**src/rtl/uvmt_cv32e40s_achk_fifo.sv**
```systemverilog
// In-order FIFO with non-wrapping occupancy count.
// Pushes into a full FIFO are dropped unless a pop frees a slot in the same cycle.
module uvmt_cv32e40s_achk_fifo #(
  parameter int DEPTH = 2,
  parameter int WIDTH = 1
) (
  input  logic                           clk,
  input  logic                           rst,
  input  logic                           push,
  input  logic                           pop,
  input  logic [WIDTH-1:0]               wdata,
  output logic [WIDTH-1:0]               rdata,
  output logic                           full,
  output logic                           empty,
  output logic [$clog2(DEPTH+1)-1:0]     count
);

  localparam int PTR_W = (DEPTH > 1) ? $clog2(DEPTH) : 1;
  localparam int CNT_W = $clog2(DEPTH+1);

  logic [WIDTH-1:0] mem [DEPTH];
  logic [PTR_W-1:0] wr_ptr;
  logic [PTR_W-1:0] rd_ptr;
  logic [CNT_W-1:0] cnt;
  logic             do_push;
  logic             do_pop;

  function automatic logic [PTR_W-1:0] ptr_inc(input logic [PTR_W-1:0] p);
    return (p == PTR_W'(DEPTH-1)) ? '0 : p + 1'b1;
  endfunction

  assign full    = (cnt == CNT_W'(DEPTH));
  assign empty   = (cnt == '0);
  assign do_pop  = pop && !empty;
  assign do_push = push && (!full || do_pop);
  assign rdata   = mem[rd_ptr];
  assign count   = cnt;

  always_ff @(posedge clk) begin
    if (rst) begin
      wr_ptr <= '0;
      rd_ptr <= '0;
      cnt    <= '0;
    end else begin
      if (do_push) wr_ptr <= ptr_inc(wr_ptr);
      if (do_pop)  rd_ptr <= ptr_inc(rd_ptr);
      case ({do_push, do_pop})
        2'b10:   cnt <= cnt + 1'b1;
        2'b01:   cnt <= cnt - 1'b1;
        default: cnt <= cnt;
      endcase
    end
  end

  always_ff @(posedge clk) begin
    if (do_push) mem[wr_ptr] <= wdata;
  end

endmodule

```
**config.mk**
```make
export PLATFORM = sky130hd
export DESIGN_NAME = uvmt_cv32e40s_achk_fifo
export DESIGN_NICKNAME = d
export VERILOG_FILES = /design/src/rtl/uvmt_cv32e40s_achk_fifo.sv
export SDC_FILE = /design/constraint.sdc
export NUM_CORES = 1
export LEC_CHECK = 0
export ABC_AREA = 1
export BUFFER_PORTS_ARGS = -buffer_cell sky130_fd_sc_hd__buf_2
export CAP_MARGIN = 20
export CORE_AREA = 8 8 45 47
export CTS_CLUSTER_SIZE = 24
export DETAILED_ROUTE_END_ITERATION = 12
export DIE_AREA = 0 0 53 55
export PLACE_DENSITY = 0.49
export RECOVER_POWER = 25
export SLEW_MARGIN = 20
export SYNTH_ARGS = -nofsm -noshare
export SYNTH_HDL_FRONTEND = slang
export SYNTH_SLANG_ARGS = --single-unit
```
**constraint.sdc**
```tcl
create_clock -name clk -period 3.19 [get_ports clk]
set_clock_uncertainty 0.15 [all_clocks]
set_input_delay 0.1595 -clock clk [delete_from_list [all_inputs] [get_ports clk]]
set_output_delay 0.1595 -clock clk [all_outputs]
set_load 0.01 [all_outputs]
```
==> flow_summary.yaml <==
worst_setup_path:
  cp.required_ns: 3.23
  cp.depth: 8
  cp-end-kind: "register"
  cp_top_family: "simple AND/OR/NAND/NOR gates"
  worstSetupPathType: "reg2reg"
  path_buf_inv: 1
  cpMostUsedCell: "nor2_1"
  slowest_delay_ns: 0.44
  r2r_cells: 8
  crit_slowest_cell: "dfxtp_1"
  cp-start-kind: "register"
  cp.arrival_ns: 1.60
  crit_chain: "nor2_2, nor2_1, ha_1, inv_1, nand2_1, nor2_1, nor2_1, nor2_1"
  cp_max_fo: 6
cells_and_area:
  final_cells: 72
  fin_nets: 63
  area_delta_synth_final_pct: 27.41
  layout-drive-gt1-share_pct: 32.14
  fillers: 152
  n_antenna_cell: 0
  final_common_cell: "nor2_1"
  final_cell_mix: "11 x nor2_1, 8 x buf_2, 6 x nand2_1"
die:
  fp.dieW_microns: 53
  io_pins: 10
  fp.dieH_microns: 55
  rows: 14
  initial_core_util_pct: 24.41
  core_area_sq_mm: 0.001384
  dieArea_sq_mm: 0.002915
power_and_ir_drop:
  power.leakage_nw: 0.2106
  power_w: 0.0002756
  peakVddDrop_uv: 180.5
  power_density_mw_per_mm2: 640.4
clock_tree:
  htree_levels: 1
  clock_path_buffers: 2
  cts_tree: "yes"
  clk_pin_slew_ns: 0.05
  insertion_delay_ns: 0.25
  cts_resized: 0
  cts.sinks: 7
  holdBufCountCts: 1
  cts_buffers: 3
  root_buffer: "clkbuf_4"
  cts_setup_buffers: 0
min_path:
  hold_path_class: "in2reg"
  whs_path_depth: 3
timing:
  tns_ns: 0
  fin_crit_ns: 1.561
  slew_headroom_pct: 84.35
  timing.fmax_mhz: 640.4
  period_share_pct: 48.95
  worst_slack_ns: 1.629
  holdWs_ns: 0.04369
  tightest_slew_ns: 0.2344
  finalHoldViolCount: 0
  slew_viol_final: 0
  finalSetupViolCount: 0
  rsz0062_at_grt: "no"
detailed_routing:
  drtIter0Drc: 3
  drcViolationCount: 0
  routed_via_density: 4.222
  wl_per_cell_microns: 9.111
  vias: 304
  ant_nets: 0
  drt-total-wl_microns: 656
  drt_pre_antenna_iters: 5
placed_design:
  dp_slack_ns: 1.620
  place_hpwl_microns: 544.2
  gp_congestion: 0.7273
  dp_cells: 67
  port_buffers: 9
outcome:
  status: "finished clean"
synthesis:
  ys_seq_elements: 7
  syn_area_sq_um: 337.8
  synth_compound_area_share_pct: 4.444
  synth_sequential_area_ratio_pct: 47.41
  synth.avg_cell_area_sq_um: 8.043
  syn-num-nets: 48
  synth_fa_ha_area_share_pct: 3.704
  syn_inst: 42
  ys.warnings.count: 0
  synthMuxAreaShare_pct: 3.333
  synth_cell_types: 17
  synth_top_family_by_area: "simple AND/OR/NAND/NOR gates"
  yosys.area_share.simple_pct: 32.96
  synth_xor_area_share_pct: 0
grt:
  grt_overflow: 0
  grt_pass1_wl_microns: 1193
  grt_max_degree: 7
  antenna_found_initial: 0
  grt_pass1_vias: 301
  grt.total_usage_pct: 5.747
job:
  drv_cap: 0
-- cells by family after synthesis --
logic type                 Yosys count
buffers and inverters                7
muxes                                1
AOI/OAI and AO/OA                    3
and+or+nand+nor                     23
adders and majority gates            1
DFF                                  7
-- metal layers --
layer  GRT usage, %  vias up  routed length [microns]
met4          7.759        0                       29
met3          1.872        5                       43
met2          8.008       11                      288
li1               -      162                        -
met1          5.954      126                      294
met5              0        -                        0
-- stage by stage --
stage	instance area [sq um]	utilization (%)
3_3_place_gp	402.9	29.11
2_1_floorplan	337.8	-
4_1_cts	439.2	31.74
6_report	430.4	31.10
5_1_grt	430.4	31.10
3_5_place_dp	402.9	29.11
-- Yosys cell counts --
| master | number | area share (%) |
|---|---|---|
| nor2_1 | 10 | 11 |
| nand2_1 | 6 | 6.7 |
| dfxtp_1 | 5 | 30 |
| inv_1 | 4 | 4.4 |
| a21oi_1 | 2 | 3.0 |
| edfxtp_1 | 2 | 18 |
| inv_2 | 2 | 2.2 |
| nand2_2 | 2 | 3.7 |
| clkinv_2 | 1 | 1.5 |
| ha_1 | 1 | 3.7 |
| mux2_1 | 1 | 3.3 |
| nand3_1 | 1 | 1.5 |
| nand3_2 | 1 | 3.0 |
| nand4_1 | 1 | 1.9 |
| nor2_2 | 1 | 1.9 |
| nor2_4 | 1 | 3.3 |
| o21ai_1 | 1 | 1.5 |
-- layout make-up --
cell class,instances,area [sq um],share of cell area (%)
multi-input combinational,28,142.6,33.14
timing repair buffer,10,53.80,12.50
sequential,7,160.2,37.21
tap,16,20.02,4.651
clock buffer,4,26.28,6.105
inverter,7,27.53,6.395
-- path summary, 6_finish.rpt --
| check | from | endpoint | slack, ns |
|---|---|---|---|
| worst max-delay path | count[1]$_SDFFE_PP0P_ | count[1]$_SDFFE_PP0P_ | 1.63 |
| worst min-delay path | push | wr_ptr$_SDFFE_PP0P_ | 0.04 |
| worst max register to register | count[1]$_SDFFE_PP0P_ | count[1]$_SDFFE_PP0P_ | 1.63 |
| worst min register to register | wr_ptr$_SDFFE_PP0P_ | wr_ptr$_SDFFE_PP0P_ | 0.37 |
-- power breakdown --
group	internal, W	switching (W)	leakage [nW]	total, W
logic	0.0000323	0.0000433	0.135	0.0000756
registers	0.000105	0.0000139	0.0601	0.000119
clock network	0.0000478	0.0000331	0.0150	0.0000809
-- worst min-delay path, stage by stage --
cell     delay, ns
buf_2         0.10
a21oi_1       0.06
nor2_1        0.09
Power figures use the tool's default switching activity.
